File: src/rtl/key_ctrl_pkg.sv
// Shared types and default timing for the front-panel key controller.
package key_ctrl_pkg;

   localparam int unsigned STEP_W            = 10;
   localparam int unsigned DEBOUNCE_DEF      = 1000000;
   localparam int unsigned REPEAT_DELAY_DEF  = 25000000;
   localparam int unsigned REPEAT_PERIOD_DEF = 10000000;

   typedef enum logic [1:0] {
      IDLE,
      HOLD,
      RPT
   } key_state_e;

endpackage

File: src/rtl/key_debounce.sv
// One push-button: two-flop synchroniser, debounce counter and press/auto-repeat FSM.
module key_debounce
   import key_ctrl_pkg::*;
#(
   parameter int unsigned DEBOUNCE_CYCLES = DEBOUNCE_DEF,
   parameter int unsigned REPEAT_DELAY    = REPEAT_DELAY_DEF,
   parameter int unsigned REPEAT_PERIOD   = REPEAT_PERIOD_DEF,
   parameter bit          REPEAT_EN       = 1'b1
) (
   input  logic sys_clk,
   input  logic sys_rst_n,
   input  logic key_n,
   output logic press_evt
);

   localparam int unsigned DB_W    = $clog2(DEBOUNCE_CYCLES + 1);
   localparam int unsigned TMR_MAX = (REPEAT_DELAY > REPEAT_PERIOD) ? REPEAT_DELAY : REPEAT_PERIOD;
   localparam int unsigned TMR_W   = $clog2(TMR_MAX + 1);

   logic [1:0]       sync_q;
   logic [DB_W-1:0]  db_cnt;
   logic             key_lvl;
   logic             key_lvl_d;
   logic             armed;
   logic             press_fall;
   key_state_e       state_q, state_d;
   logic [TMR_W-1:0] tmr_q, tmr_d;
   logic             evt_d;

   // Synchroniser resets to "pressed" so a key held through reset never arms early
   always_ff @(posedge sys_clk or negedge sys_rst_n) begin
      if (!sys_rst_n) sync_q <= 2'b00;
      else            sync_q <= {sync_q[0], key_n};
   end

   always_ff @(posedge sys_clk or negedge sys_rst_n) begin
      if (!sys_rst_n) begin
         db_cnt    <= '0;
         key_lvl   <= 1'b1;
         key_lvl_d <= 1'b1;
         armed     <= 1'b0;
      end else begin
         key_lvl_d <= key_lvl;
         armed     <= armed | (key_lvl & sync_q[1]);
         if (sync_q[1] == key_lvl) begin
            db_cnt <= '0;
         end else if (db_cnt == DB_W'(DEBOUNCE_CYCLES - 1)) begin
            key_lvl <= sync_q[1];
            db_cnt  <= '0;
         end else begin
            db_cnt <= db_cnt + DB_W'(1);
         end
      end
   end

   assign press_fall = key_lvl_d & ~key_lvl & armed;

   always_ff @(posedge sys_clk or negedge sys_rst_n) begin
      if (!sys_rst_n) begin
         state_q   <= IDLE;
         tmr_q     <= '0;
         press_evt <= 1'b0;
      end else begin
         state_q   <= state_d;
         tmr_q     <= tmr_d;
         press_evt <= evt_d;
      end
   end

   always_comb begin
      state_d = state_q;
      tmr_d   = tmr_q;
      evt_d   = 1'b0;
      case (state_q)
         IDLE: begin
            tmr_d = '0;
            if (press_fall) begin
               evt_d   = 1'b1;
               state_d = HOLD;
            end
         end
         HOLD: begin
            if (key_lvl) begin
               state_d = IDLE;
               tmr_d   = '0;
            end else if (REPEAT_EN) begin
               if (tmr_q == TMR_W'(REPEAT_DELAY - 1)) begin
                  state_d = RPT;
                  evt_d   = 1'b1;
                  tmr_d   = '0;
               end else begin
                  tmr_d = tmr_q + TMR_W'(1);
               end
            end
         end
         RPT: begin
            if (key_lvl) begin
               state_d = IDLE;
               tmr_d   = '0;
            end else if (tmr_q == TMR_W'(REPEAT_PERIOD - 1)) begin
               evt_d = 1'b1;
               tmr_d = '0;
            end else begin
               tmr_d = tmr_q + TMR_W'(1);
            end
         end
         default: begin
            state_d = IDLE;
            tmr_d   = '0;
         end
      endcase
   end

endmodule

File: src/rtl/key_freq_ctrl.sv
// Front-panel control for the breathing LED: on/off toggle and saturated frequency step.
module key_freq_ctrl
   import key_ctrl_pkg::*;
#(
   parameter int unsigned DEBOUNCE_CYCLES = DEBOUNCE_DEF,
   parameter int unsigned REPEAT_DELAY    = REPEAT_DELAY_DEF,
   parameter int unsigned REPEAT_PERIOD   = REPEAT_PERIOD_DEF,
   parameter int unsigned STEP_MIN        = 1,
   parameter int unsigned STEP_MAX        = 10,
   parameter int unsigned STEP_INIT       = 1,
   parameter bit          SW_INIT         = 1'b1
) (
   input  logic              sys_clk,
   input  logic              sys_rst_n,
   input  logic              key_up_n,
   input  logic              key_dn_n,
   input  logic              key_sw_n,
   output logic              sw_ctrl,
   output logic              set_en,
   output logic [STEP_W-1:0] set_freq_step,
   output logic              at_limit
);

   localparam logic [STEP_W-1:0] MIN_V    = STEP_W'(STEP_MIN);
   localparam logic [STEP_W-1:0] MAX_V    = STEP_W'(STEP_MAX);
   localparam logic [STEP_W-1:0] INIT_V   = STEP_W'(STEP_INIT);
   localparam logic              LIM_INIT = (STEP_INIT == STEP_MIN) || (STEP_INIT == STEP_MAX);

   logic              up_evt, dn_evt, sw_evt;
   logic              init_q;
   logic              strobe_d;
   logic [STEP_W-1:0] step_d;

   key_debounce #(.DEBOUNCE_CYCLES(DEBOUNCE_CYCLES), .REPEAT_DELAY(REPEAT_DELAY),
                  .REPEAT_PERIOD(REPEAT_PERIOD), .REPEAT_EN(1'b1))
      u_key_up (.sys_clk(sys_clk), .sys_rst_n(sys_rst_n), .key_n(key_up_n), .press_evt(up_evt));

   key_debounce #(.DEBOUNCE_CYCLES(DEBOUNCE_CYCLES), .REPEAT_DELAY(REPEAT_DELAY),
                  .REPEAT_PERIOD(REPEAT_PERIOD), .REPEAT_EN(1'b1))
      u_key_dn (.sys_clk(sys_clk), .sys_rst_n(sys_rst_n), .key_n(key_dn_n), .press_evt(dn_evt));

   key_debounce #(.DEBOUNCE_CYCLES(DEBOUNCE_CYCLES), .REPEAT_DELAY(REPEAT_DELAY),
                  .REPEAT_PERIOD(REPEAT_PERIOD), .REPEAT_EN(1'b0))
      u_key_sw (.sys_clk(sys_clk), .sys_rst_n(sys_rst_n), .key_n(key_sw_n), .press_evt(sw_evt));

   // Simultaneous up and down cancel; init_q forces one strobe after reset
   always_comb begin
      step_d   = set_freq_step;
      strobe_d = init_q;
      if (up_evt && !dn_evt && (set_freq_step < MAX_V)) begin
         step_d   = set_freq_step + STEP_W'(1);
         strobe_d = 1'b1;
      end else if (dn_evt && !up_evt && (set_freq_step > MIN_V)) begin
         step_d   = set_freq_step - STEP_W'(1);
         strobe_d = 1'b1;
      end
   end

   always_ff @(posedge sys_clk or negedge sys_rst_n) begin
      if (!sys_rst_n) begin
         init_q        <= 1'b1;
         sw_ctrl       <= SW_INIT;
         set_en        <= 1'b0;
         set_freq_step <= INIT_V;
         at_limit      <= LIM_INIT;
      end else begin
         init_q        <= 1'b0;
         set_en        <= strobe_d;
         set_freq_step <= step_d;
         at_limit      <= (step_d == MIN_V) || (step_d == MAX_V);
         if (sw_evt) sw_ctrl <= ~sw_ctrl;
      end
   end

endmodule

File: config.mk
export PLATFORM = sky130hd
export DESIGN_NAME = key_freq_ctrl
export DESIGN_NICKNAME = d
export VERILOG_FILES = /design/src/rtl/key_ctrl_pkg.sv /design/src/rtl/key_debounce.sv /design/src/rtl/key_freq_ctrl.sv
export SDC_FILE = /design/constraint.sdc
export NUM_CORES = 1
export LEC_CHECK = 0
export ABC_AREA = 1
export BUFFER_PORTS_ARGS = -buffer_cell sky130_fd_sc_hd__buf_4
export CAP_MARGIN = 20
export CORE_MARGIN = 5
export CORE_UTILIZATION = 45
export CTS_BUF_LIST = sky130_fd_sc_hd__clkbuf_4 sky130_fd_sc_hd__clkbuf_8
export DETAILED_ROUTE_END_ITERATION = 10
export GPL_TIMING_DRIVEN = 0
export PLACE_DENSITY_LB_ADDON = 0.2
export SLEW_MARGIN = 20
export SYNTH_ARGS = -nofsm -noshare
export SYNTH_HDL_FRONTEND = slang
export SYNTH_SLANG_ARGS = --single-unit
export TNS_END_PERCENT = 10
File: constraint.sdc
create_clock -name sys_clk -period 2.5 [get_ports sys_clk]
set_input_delay 0.25 -clock sys_clk [delete_from_list [all_inputs] [get_ports sys_clk]]
set_output_delay 0.25 -clock sys_clk [all_outputs]
set_load 0.02 [all_outputs]
# == Yosys cells after proc, flatten, opt, wreduce, memory -nomap -nowiden ==
# Cells that the tools add are included.
# Widths: inputs -> output; s select.
# word_totals
ff_bits,173
out_inout_bits,13
# classes
addsub,8
order_cmp,2
eq_ne,28
n_mux,53
bitwise_logic,19
reduce_logical,17
# op_table
cell,count
$mux 25,11
$pmux 25 s2,3
$mux 20,6
$add 25x1->25 const B,3
$eq 25x24->1 const B,3
$add 20x1->20 const B,3
$eq 20x20->1 const B,3
$eq 25x25->1 const B,2
$mux 10,2
$mux 2,10
$mux 1,15
$ne 2x1->1 const B,7
$pmux 2 s3,2
$add 10x1->10 const B,1
$eq 10x1->1 const B,1
$eq 10x4->1 const B,1
$gt 10x1->1 const B,1
$lt 10x4->1 const B,1
$sub 10x1->10 const B,1
$and 1x1->1,9
$reduce_and 2->1,4
$not 1->1,7
$eq 2x1->1 const B,3
$eq 2x2->1 const B,3
other kinds (12),25

# == Depth between registers and ports, before layout ==
# Gate-level depths: netlist (run 1).
# depth
depth_word,7
mapped_depth,13
ltp_nobuf,13

# == Hierarchy ==
# A second synthesis (run 1) with hierarchy kept.
# unflattened
hier_cells,1088
hier_area_um2,8344.3
# modules_own_cells
module,n_inst,cells_per_inst,area_each_um2,seq_area_each_um2
key_debounce at u_key_up,1,386,2990.4,1328.8
key_debounce at u_key_dn,1,385,2931.6,1328.8
key_debounce at u_key_sw,1,180,1443.9,678.2
key_freq_ctrl,1,137,978.4,355.3

# == Least setup slack after synthesis (run 1) ==
# Ideal clock, no wire load.
# synth_timing
kind,reg2reg
startpoint,register set_freq_step[0]
endpoint,register at_limit
t_arrival_ns,1.797
required_time_ns,2.432
slack_ns,0.635
path_stages_with_launch,14
synth_period_minus_slack_ns,1.865
cell_sequence,dfstp_2 -> inv_1 -> ha_1 -> nand3_1 -> nand2_1 -> nand2_2 -> nand2_4 -> nand2_4 -> nand2_1 -> nand2_1 -> nand2_2 -> nor2_1 -> nand2_1 -> a21oi_2
# synth_via
elab_chain_len,6
# synth_lines
item,line,text
"start, declared",key_freq_ctrl.sv:20,"output logic [STEP_W-1:0] set_freq_step,"
"start signal, assigned",key_freq_ctrl.sv:69,set_freq_step <= step_d;
$gt 10x1->1,key_freq_ctrl.sv:53,end else if (dn_evt && !up_evt && (set_freq_step > MIN_V)) begin
$logic_and 1x1->1,key_freq_ctrl.sv:53,
$mux 10,key_freq_ctrl.sv:53,
$mux 10 (*),key_freq_ctrl.sv:50,if (up_evt && !dn_evt && (set_freq_step < MAX_V)) begin
named net step_d[3],key_freq_ctrl.sv:32,logic [STEP_W-1:0] step_d;
$eq 10x1->1 or $eq 10x4->1 (tied branches),key_freq_ctrl.sv:70,at_limit <= (step_d == MIN_V) || (step_d == MAX_V);
$logic_or 1x1->1 (*),key_freq_ctrl.sv:70,
"end signal, assigned",key_freq_ctrl.sv:70,
"end, declared",key_freq_ctrl.sv:21,output logic at_limit
# Mark *: on every way through the listed nets, which the timed path passes. The rest lies on a longest branch.
# A chain may end at the register's enable or synchronous reset.

# == Worst setup path after layout (run 1) ==
# layout_timing
startpoint,register set_freq_step[0]
endpoint,register at_limit
# layout_via
elab_chain_len,6
# layout_lines
item,line
$gt 10x1->1,key_freq_ctrl.sv:53
$logic_and 1x1->1,key_freq_ctrl.sv:53
$mux 10,key_freq_ctrl.sv:53
$mux 10 (*),key_freq_ctrl.sv:50
$eq 10x1->1 or $eq 10x4->1 (tied branches),key_freq_ctrl.sv:70
$logic_or 1x1->1 (*),key_freq_ctrl.sv:70
# Every way passes the cells marked *; elsewhere a longest branch is shown, timed or not.

==> results of run 1 <==
[synth_stat cells, drive strengths merged, types with 12 or more instances]
| cell type | number | area, sq um |
|---|---|---|
| o21ai | 23 | 123 |
| ha | 19 | 238 |
| inv | 130 | 488 |
| nand3 | 63 | 340 |
| nand4 | 29 | 188 |
| nor3 | 49 | 297 |
| nor2 | 188 | 743 |
| a21oi | 21 | 109 |
| nor4 | 12 | 75.1 |
| xor2 | 45 | 394 |
| xnor2 | 15 | 131 |
| nand2 | 174 | 696 |
| dfrtp | 137 | 3430 |
[worst max path at each step]
stage / startpoint / to / depth (start not counted)
detailed placement: set_freq_step[0] / at_limit / 11
finish: set_freq_step[0] / at_limit / 11
CTS: set_freq_step[0] / at_limit / 11
floorplan: set_freq_step[0] / at_limit / 13
global route: set_freq_step[0] / at_limit / 13
global placement: set_freq_step[0] / at_limit / 11
[routing by layer]
metal,up-vias,share of wire,wire length (microns)
met5,-,0,0
met4,0,0.010,150
met3,13,0.027,392
met2,48,0.45,6590
met1,2783,0.52,7600
li1,3140,-,-
[cells by family (layout without fill, tap and decap cells)]
| logic type | after synthesis | in the layout | share of synthesized area |
|---|---|---|---|
| AND/OR/NAND/NOR | 530 | 530 | 0.314 |
| flip-flops | 147 | 147 | 0.472 |
| buffers and inverters | 136 | 190 | 0.0695 |
| XOR/XNOR | 60 | 60 | 0.0673 |
| AO/OA/AOI/OAI | 59 | 59 | 0.0448 |
| adder cells (fa/ha/maj) | 19 | 19 | 0.0304 |
| other | 1 | 1 | 0.000480 |
| multiplexers | 1 | 1 | 0.00144 |
[stage by stage]
stage                     setup WS [ns]  hold slack [ns]  cell area (sq um)  utilization  total power, uW
after floorplan                   0.635          -0.0456               7810            -             2490
after detailed placement          0.361            0.330               8260        0.481             2570
after CTS                         0.344            0.359               8790        0.512             4860
after global routing              0.219            0.370               8790        0.512             4990
after global placement            0.394            0.341               8220        0.479             2560
final                             0.363            0.354               8790        0.512             4790
[power groups by stage]
stage / clock network (uW) / logic, uW / registers, uW
5_1_grt: 2440 / 136 / 2410
6_report: 2270 / 112 / 2410
4_1_cts: 2340 / 119 / 2410
3_5_place_dp: 0 / 114 / 2450
3_3_place_gp: 0 / 104 / 2450
2_1_floorplan: 0 / 38.9 / 2450
[flip-flops by register name (all words and copies together), names as in the netlist, 2 cells and up]
signal,count
u_key_dn.sync_q,2
u_key_sw.db_cnt,20
u_key_dn.state_q,2
u_key_up.sync_q,2
u_key_dn.db_cnt,20
u_key_up.state_q,2
set_freq_step,10
u_key_sw.sync_q,2
u_key_up.db_cnt,20
u_key_dn.tmr_q,25
u_key_up.tmr_q,25
[critical path, stage by stage, from the launching register on]
cell	delay, ns
dfstp_2	0.61
inv_1	0.13
ha_1	0.25
nand3_1	0.11
nand2_1	0.09
a21oi_1	0.29
nor2_1	0.07
nor2_1	0.15
nand2_1	0.08
nor2_1	0.12
nand2_1	0.08
a21oi_2	0.10
[layout make-up]
type / count / area (sq um)
Clock inverter: 12 / 226
Sequential cell: 147 / 3690
Clock buffer: 20 / 269
Multi-Input combinational cell: 670 / 3580
Fill cell: 1661 / 8380
Buffer: 6 / 55.1
Inverter: 130 / 488
Tap cell: 225 / 282
Timing Repair Buffer: 22 / 203
==> summary.txt, run 1 <==
Global routing
  • Met1 usage: 0.226
  • Largest net degree at the start of global routing: 93
  • Gr usage total: 0.161
  • GRT overflow: 0
  • GRT met2 Usage: 0.250
  • Vias in the first global route: 5833
  • First-pass GRT wire length: 26.8 mm
  • Initial antenna violation count: 0
  • GR peak layer: met2
  • Global Route met3 Usage: 0.0418

Clocking
  • CTS Sinks: 147
  • Resize count post-CTS: 0
  • Clk buf depth: 2
  • Clk_lat worst skew: 0.45 ns
  • TritonCTS clock tree: yes
  • CTS Hold Buffers Added: 4
  • Root Driver: clkbuf_8
  • Clk slew on worst S/H paths: 0.08 ns
  • CTS buffer count: 17
  • H-tree levels: 4
  • Post-CTS setup buffer count: 0

Power and ir drop
  • Sequential share of power: 0.503
  • Power Density: 545 mW/mm^2
  • Int Power: 3790 uW
  • Worst IR drop on VDD: 364 uV
  • Psw: 1000 uW
  • Comb pwr share: 0.023
  • P_leak: 0.00384 uW
  • Clock power share: 0.474
  • Sw Ratio: 0.209

Route
  • 1st-pass router iterations: 4
  • Vias per cell: 4.86
  • Initial DRC count: 204
  • Number of routed nets with antenna violations: 0
  • Per-cell routed wire length: 12.0 microns
  • Via count: 5984
  • DRC: 0
  • WL final: 14.7 mm

Layout
  • Final Instance Count excl. Fillers: 1232
  • Nets: 1018
  • Commonest non-fill, non-tap cells in the layout: nor2_1 (177), nand2_1 (163), dfrtp_1 (137)
  • Diode count: 0
  • Share of cells above drive strength 1: 0.114
  • Commonest non-fill, non-tap cell in the layout: nor2_1
  • Area Growth Syn to Fin: 12.5%

Worst setup path
  • Crit path kind: reg -> reg
  • Reg2reg end: at_limit
  • CP Max Fanout: 6
  • Worst Setup End Kind: register
  • Critical Path AT: 2.51 ns
  • Critical Path RT: 2.88 ns
  • Flop-to-flop setup slack: 0.36 ns
  • R2R depth: 11
  • Startpoint Class: register
  • RR Startpoint: set_freq_step[0]

Logic synthesis
  • Post-synthesis net count: 977
  • Post-Syn Area: 0.00781 sq mm
  • Post-synthesis register bit count: 147
  • Mapped Avg Cell Area: 8.20 sq um
  • Synth async-reset ratio: 1.00
  • Count of different cell masters after synthesis: 45
  • Post-synthesis cell count: 953
  • EDFF count, synth: 0
  • Synth Flop Type: dfrtp_1
  • Register area share after synthesis: 0.472
  • Synth warnings: 0

Min path
  • Hold Path Class: reg -> reg
  • Worst Hold End: u_key_dn.sync_q[1]
  • Hold_sp: u_key_dn.sync_q[0]
  • WHS Path Cells: 0

STA
  • Ratio of final minimum period to clock period: 0.855
  • RSZ-0062 raised after global routing: false
  • Max transition margin: 0.542
  • Final Hold Fails: 0
  • Count of final max-slew check failures: 0
  • Final Setup Violations: 0
  • Min Tclk post-route: 2.14 ns
  • Final Skew: 0.0135 ns
  • Fin Setup TNS: 0 ns
  • Peak Freq: 468 MHz
  • Worst Max-Slew Pin Slew: 0.686 ns

Flow run
  • # Max-Cap Violations: 0

Die
  • Die Area: 0.0201 sq mm
  • Core area: 0.0172 sq mm
  • Die height: 142 microns
  • Initial Util: 0.455
  • Top Ports: 18
  • DIE WIDTH: 142 microns
  • Site Rows: 48

Placement
  • IO Port Bufs: 17
  • GP Congestion: 0.856
  • HPWL Detailed: 10.7 mm
  • Placed insts: 1196

Status
  • Status: finished, final reports clean
Note: power is estimated with default switching activity, not from simulation.
==> run 2: changes to the inputs <==
--- a/config.mk
+++ b/config.mk
@@ -9,7 +9,7 @@
 export BUFFER_PORTS_ARGS = -buffer_cell sky130_fd_sc_hd__buf_4
 export CAP_MARGIN = 20
 export CORE_MARGIN = 5
-export CORE_UTILIZATION = 45
+export CORE_UTILIZATION = 60
 export CTS_BUF_LIST = sky130_fd_sc_hd__clkbuf_4 sky130_fd_sc_hd__clkbuf_8
 export DETAILED_ROUTE_END_ITERATION = 10
 export GPL_TIMING_DRIVEN = 0
==> run 2 against run 1 <==
- maximum frequency is 1.8% higher
- final cell count is 4.3% lower
- clock power is 12% lower
- die area is 23% lower
- setup slack better by 0.039 ns
- sequential share of layout area is 0.62 points higher
- first-iteration DRC count is 130% higher
- flip-flop and latch count stayed put
- critical path type unchanged
- critical endpoint unchanged
- largest power group unchanged
==> summary.txt, run 2 (same netlist as run 1, synthesis figures left out) <==
STA
  • Min Hold Slack: 0.342 ns
  • RSZ-0062 raised after global routing: false
  • Min Tclk post-route: 2.10 ns
  • Fin Setup TNS: 0 ns
  • Worst Max-Slew Pin Slew: 0.535 ns
  • Ratio of final minimum period to clock period: 0.839
  • Max transition margin: 0.643
  • Peak Freq: 477 MHz
  • Final Setup Violations: 0
  • Final Skew: 0.00662 ns
  • Count of final max-slew check failures: 0
  • Final Hold Fails: 0

Power and ir drop
  • Power Density: 521 mW/mm^2
  • Clock power share: 0.441
  • P_leak: 0.00382 uW
  • Int Power: 3580 uW
  • Comb pwr share: 0.025
  • Sw Ratio: 0.206
  • Worst IR drop on VDD: 702 uV
  • Sequential share of power: 0.534
  • Psw: 931 uW
  • Power Total: 4510 uW

Global routing
  • GRT overflow: 0
  • First-pass GRT wire length: 26.0 mm
  • Vias in the first global route: 5939
  • Largest net degree at the start of global routing: 76
  • Gr usage total: 0.210
  • Initial antenna violation count: 0

Layout
  • Final Instance Count excl. Fillers: 1179
  • Share of cells above drive strength 1: 0.114
  • Area Growth Syn to Fin: 10.9%
  • Diode count: 0
  • Commonest non-fill, non-tap cell in the layout: nor2_1
  • Number of fill cells: 1039
  • Biggest regs: u_key_dn.tmr_q: 25 flops, u_key_up.tmr_q: 25 flops
  • Register area: 0.00369 sq mm
  • Post-route cell area: 0.00866 sq mm
  • Area of the multi-input gates: 0.00358 sq mm
  • Commonest non-fill, non-tap cells in the layout: nor2_1 (177), nand2_1 (163), dfrtp_1 (137)
  • Nets: 1018

Placement
  • Placed insts: 1143
  • Placed cell area: 0.00819 sq mm
  • HPWL Detailed: 10.5 mm
  • GP Congestion: 0.911
  • IO Port Bufs: 17

Die
  • Die height: 124 microns
  • Core area: 0.0127 sq mm
  • Site Rows: 41
  • Initial Util: 0.617
  • DIE WIDTH: 124 microns
  • Die Area: 0.0154 sq mm
  • Top Ports: 18

Worst setup path
  • R2R depth: 11
  • Worst Setup End Kind: register
  • Worst Setup EP: at_limit
  • RR Startpoint: set_freq_step[0]
  • CP Max Fanout: 6
  • Startpoint Class: register
  • Critical Path AT: 2.47 ns
  • Reg2reg end: at_limit
  • Crit path kind: reg -> reg
  • Flop-to-flop setup slack: 0.40 ns
  • Critical Path RT: 2.87 ns
  • Worst setup path startpoint: set_freq_step[0]

Clocking
  • CTS Sinks: 147
  • Clk_lat worst skew: 0.43 ns
  • Post-CTS setup buffer count: 0
  • Clk buf depth: 2
  • H-tree levels: 4
  • CTS buffer count: 17
  • TritonCTS clock tree: yes
  • Clk slew on worst S/H paths: 0.07 ns
  • Root Driver: clkbuf_8
  • CTS Hold Buffers Added: 4
  • Resize count post-CTS: 0

Route
  • Vias per cell: 5.20
  • Per-cell routed wire length: 12.4 microns
  • Via count: 6131
  • Number of routed nets with antenna violations: 0
  • 1st-pass router iterations: 5
  • DRC: 0
  • Initial DRC count: 477
  • WL final: 14.6 mm

Flow run
  • # Max-Cap Violations: 0

Status
  • Status: finished, final reports clean

Min path
  • Hold Path Class: in -> async
## run 2: cell types whose count changed in the layout (fill, tap and decap cells not counted), sizes merged
cell      previous run  this run
clkinv               3         6
clkbuf              20        21
bufinv               6         4
clkinvlp             2         1
inv                131       130
## run 2: area by class of cell
cell class                 count  share of cell area
timing repair buffer          22              0.0234
clock buffer                  21              0.0319
inverter                     130              0.0563
multi-input combinational    670               0.413
buffer                         6             0.00635
clock inverter                11              0.0182
tap                          172              0.0248
sequential                   147               0.426
## run 2: stage by stage
step / util / setup WS [ns]
final: 0.684 / 0.402
after global routing: 0.684 / 0.0921
after CTS: 0.684 / 0.377
after detailed placement: 0.646 / 0.392
after global placement: 0.644 / 0.409
after floorplan: - / 0.635
## run 2: layer usage
layer / routed length [microns] / share of wire / up-vias / global-route usage
met5: 0 / 0 / - / 0
met3: 660 / 0.045 / 15 / 0.0522
met1: 7060 / 0.48 / 2860 / 0.288
met2: 6680 / 0.46 / 115 / 0.332
li1: - / - / 3141 / -
met4: 169 / 0.012 / 0 / 0.0609
## run 2: worst min path at each step
stage | startpoint | endpoint | slack, ns | cells after the start
5_1_grt | u_key_up.sync_q[0] | u_key_up.sync_q[1] | 0.38 | 0
3_3_place_gp | u_key_up.sync_q[0] | u_key_up.sync_q[1] | 0.34 | 0
4_1_cts | sys_rst_n | u_key_up.db_cnt[17] | 0.35 | 2
2_1_floorplan | sys_rst_n | set_en | -0.05 | 0
3_5_place_dp | sys_rst_n | u_key_up.db_cnt[17] | 0.24 | 1
6_report | sys_rst_n | u_key_up.db_cnt[17] | 0.34 | 2
## run 2: power groups by stage
stage / registers (uW) / logic, uW / clock network [uW]
floorplan: 2450 / 38.9 / 0
global placement: 2450 / 101 / 0
detailed placement: 2450 / 111 / 0
CTS: 2410 / 117 / 2050
global route: 2410 / 133 / 2150
finish: 2410 / 112 / 1990
## run 2: critical path, cell delays in order (launching register included)
cell	delay, ns
dfstp_2	0.61
inv_1	0.13
ha_1	0.25
nand3_1	0.10
nand2_1	0.08
a21oi_1	0.27
nor2_1	0.07
nor2_1	0.13
nand2_1	0.06
nor2_1	0.12
nand2_1	0.09
a21oi_2	0.11
==> run 3: changes to the inputs <==
--- a/config.mk
+++ b/config.mk
@@ -5,7 +5,7 @@
 export SDC_FILE = /design/constraint.sdc
 export NUM_CORES = 1
 export LEC_CHECK = 0
-export ABC_AREA = 1
+export ABC_AREA = 0
 export BUFFER_PORTS_ARGS = -buffer_cell sky130_fd_sc_hd__buf_4
 export CAP_MARGIN = 20
 export CORE_MARGIN = 5
==> constraint.sdc (replaced) <==
create_clock -name sys_clk -period 1.95 [get_ports sys_clk]
set_input_delay 0.195 -clock sys_clk [delete_from_list [all_inputs] [get_ports sys_clk]]
set_output_delay 0.195 -clock sys_clk [all_outputs]
set_load 0.02 [all_outputs]
==> run 3 against run 2 <==
- the run now ends with negative setup slack left
- worst hold slack lost 0.12 ns
- clock skew is essentially flat
- power grew 20%
- cell area grew 0.26%
- global-route usage is essentially flat
- flip-flop and latch count is the same
- combinational power grew 26%
- setup slack lost 0.93 ns
- sequential share of layout area is essentially flat
- critical endpoint is now set_freq_step[9]
- largest power group unchanged
==> summary.txt, run 3 <==
Power and ir drop
  • Worst IR drop on VDD: 687 uV
  • Power Total: 5430 uW
  • Power Density: 625 mW/mm^2
  • P_leak: 0.00360 uW

Worst setup path
  • Worst Setup EP: set_freq_step[9]
  • CP Max Fanout: 4
  • Flop-to-flop setup slack: -0.53 ns
  • Critical Path AT: 2.81 ns
  • RR Startpoint: set_freq_step[0]
  • Worst Setup End Kind: register
  • Critical Path RT: 2.28 ns
  • Reg2reg end: set_freq_step[9]
  • Crit path kind: reg -> reg
  • Max incr delay on CP: 0.55 ns
  • Startpoint Class: register
  • Worst setup path startpoint: set_freq_step[0]
  • Critical-path cell list: buf_6 > inv_6 > ha_4 > or2_4 > a311o_2 > or4_4 > or3_4 > xnor2_2
  • R2R depth: 8
  • Crit path max-delay cell type: dfstp_2

STA
  • Count of final max-slew check failures: 0
  • Final Hold Fails: 0
  • Worst Max-Slew Pin Slew: 0.713 ns
  • RSZ-0062 raised after global routing: true
  • Final Setup Violations: 56
  • Final Skew: 0.00700 ns
  • Ratio of final minimum period to clock period: 1.27
  • Peak Freq: 403 MHz
  • Fin Setup TNS: -8.69 ns
  • Max transition margin: 0.523
  • Setup ws final: -0.533 ns
  • Min Tclk post-route: 2.48 ns

Placement
  • IO Port Bufs: 17
  • GP Congestion: 0.900
  • Place WS: -0.750 ns
  • Placed cell area: 0.00775 sq mm
  • HPWL Detailed: 9.49 mm

Min path
  • Hold Path Class: in -> async

Die
  • DIE WIDTH: 121 microns
  • Die Area: 0.0146 sq mm
  • Site Rows: 40
  • Top Ports: 18
  • Core area: 0.0120 sq mm
  • Initial Util: 0.612
  • Die height: 121 microns

Global routing
  • First-pass GRT wire length: 25.1 mm
  • Initial antenna violation count: 0
  • GRT overflow: 0
  • Vias in the first global route: 5447
  • Gr usage total: 0.210
  • Largest net degree at the start of global routing: 105

Status
  • Status: finished, violations left
  • Violated checks: negative setup slack

Route
  • Vias per cell: 5.72
  • Number of routed nets with antenna violations: 0
  • WL final: 14.7 mm
  • Per-cell routed wire length: 15.1 microns
  • DRC: 0
  • Via count: 5548
  • 1st-pass router iterations: 5
  • Initial DRC count: 471

Logic synthesis
  • Post-Syn Area: 0.00735 sq mm
  • Post-synthesis register bit count: 147
  • Most instantiated cells after synthesis: dfrtp_1 (137), nor2_1 (129), xnor2_1 (56)
  • Count leader, synth: dfrtp_1
  • Synth Flop Type: dfrtp_1
  • Mapped Avg Cell Area: 9.92 sq um
  • Synth async-reset ratio: 1.00
  • Synth warnings: 0
  • Post-synthesis cell count: 741
  • Area leader, netlist: dfrtp_1
  • Dominant cells by area after synthesis: dfrtp_1 (47%), xnor2_1 (6.7%), nor2_1 (6.6%)
  • Register area share after synthesis: 0.502
  • Share of the synthesized area in the top cell type: 0.466
  • Count of different cell masters after synthesis: 59
  • EDFF count, synth: 0
  • Post-synthesis net count: 765

Clocking
  • Clk_lat worst skew: 0.44 ns
  • CTS Sinks: 147
  • Clk buf depth: 2
  • Root Driver: clkbuf_8
  • H-tree levels: 4
  • Clk slew on worst S/H paths: 0.07 ns
  • CTS buffer count: 17
  • TritonCTS clock tree: yes

Flow run
  • # Max-Cap Violations: 0

Layout
  • Post-route cell area: 0.00869 sq mm
  • Commonest non-fill, non-tap cell in the layout: dfrtp_1
  • Diode count: 0
  • Share of cells above drive strength 1: 0.203
  • Final Util: 0.723
  • Nets: 834
  • Commonest non-fill, non-tap cells in the layout: dfrtp_1 (131), nor2_1 (123), xnor2_1 (56)
  • Biggest regs: u_key_dn.tmr_q: 25 flops, u_key_up.tmr_q: 25 flops
  • Area Growth Syn to Fin: 18.1%
run 3: cell types whose count changed after synthesis, moves of 9 or more:
cell / previous run / this run
nand2_1: 163 / 47
inv_1: 130 / 21
nor2_1: 177 / 129
xnor2_1: 15 / 56
a21oi_1: 20 / 5
and3_1: 2 / 16
nand3_1: 58 / 45
nor3_1: 40 / 27
and2_1: 0 / 9
clkbuf_1: 0 / 9
nor2_2: 9 / 0
run 3: worst max-delay path: cells and delay by family, from the launching register on:
kind,cells,cell delay (ns)
xor gates and xnor gates,1,0.13
and+or+nand+nor,3,1.01
AOI/OAI and AO/OA,1,0.39
DFF,1,0.55
buffers and inverters,2,0.16
adders and majority gates,1,0.14
run 3: worst min-delay path by stage:
stage	startpoint	to	slack, ns	cells past startpoint
3_3_place_gp	key_dn_n	u_key_dn.sync_q[0]	0.30	1
6_report	sys_rst_n	u_key_dn.tmr_q[19]	0.22	2
4_1_cts	sys_rst_n	u_key_dn.tmr_q[20]	0.21	2
3_5_place_dp	sys_rst_n	u_key_dn.tmr_q[19]	0.11	1
2_1_floorplan	sys_rst_n	set_en	-0.10	0
5_1_grt	sys_rst_n	u_key_dn.tmr_q[22]	0.23	2
run 3: cell families after synthesis:
kind of cell,after synthesis,synth area share
multiplexers,6,0.00885
flip-flops,147,0.502
XOR/XNOR,105,0.126
AO/OA/AOI/OAI,46,0.0420
buffers and inverters,36,0.0216
AND/OR/NAND/NOR,381,0.267
other,1,0.000510
adder cells (fa/ha/maj),19,0.0323
run 3: per-stage QoR:
step,cells,hold WS (ns)
2_1_floorplan,741,-0.101
3_3_place_gp,905,0.304
3_5_place_dp,906,0.108
4_1_cts,955,0.207
5_1_grt,970,0.231
6_report,970,0.217
run 3: timing repair:
item,in CTS,in global routing
gates cloned,0,2
endpoints found under the setup margin,126,105
gates resized for setup,38,42
buffers inserted,13,13
pin swaps,25,16
hold endpoints to repair,46,0
hold buffers,4,0
run 3: where the power goes:
| part | switching [uW] | internal (uW) |
|---|---|---|
| Clock | 1050 | 1150 |
| Sequential | 18.2 | 3070 |
| Combinational | 96.6 | 44.8 |
run 3: cell type report:
type,count,area (sq um)
plain buffers,15,168
clock buffers,28,354
clock inverters,4,20.0
fillers,851,3320
inverters,21,83.8
multi-input cells,558,3720
flip-flops and latches,147,3700
well taps,147,184
repair buffers,50,459
run 3: metal layers:
metal / vias to the layer above / wire (microns) / GRT usage
met4: 0 / 159 / 0.0652
met5: - / 0 / 0
met1: 2684 / 6720 / 0.278
met3: 15 / 593 / 0.0561
met2: 134 / 7200 / 0.339
li1: 2715 / - / -
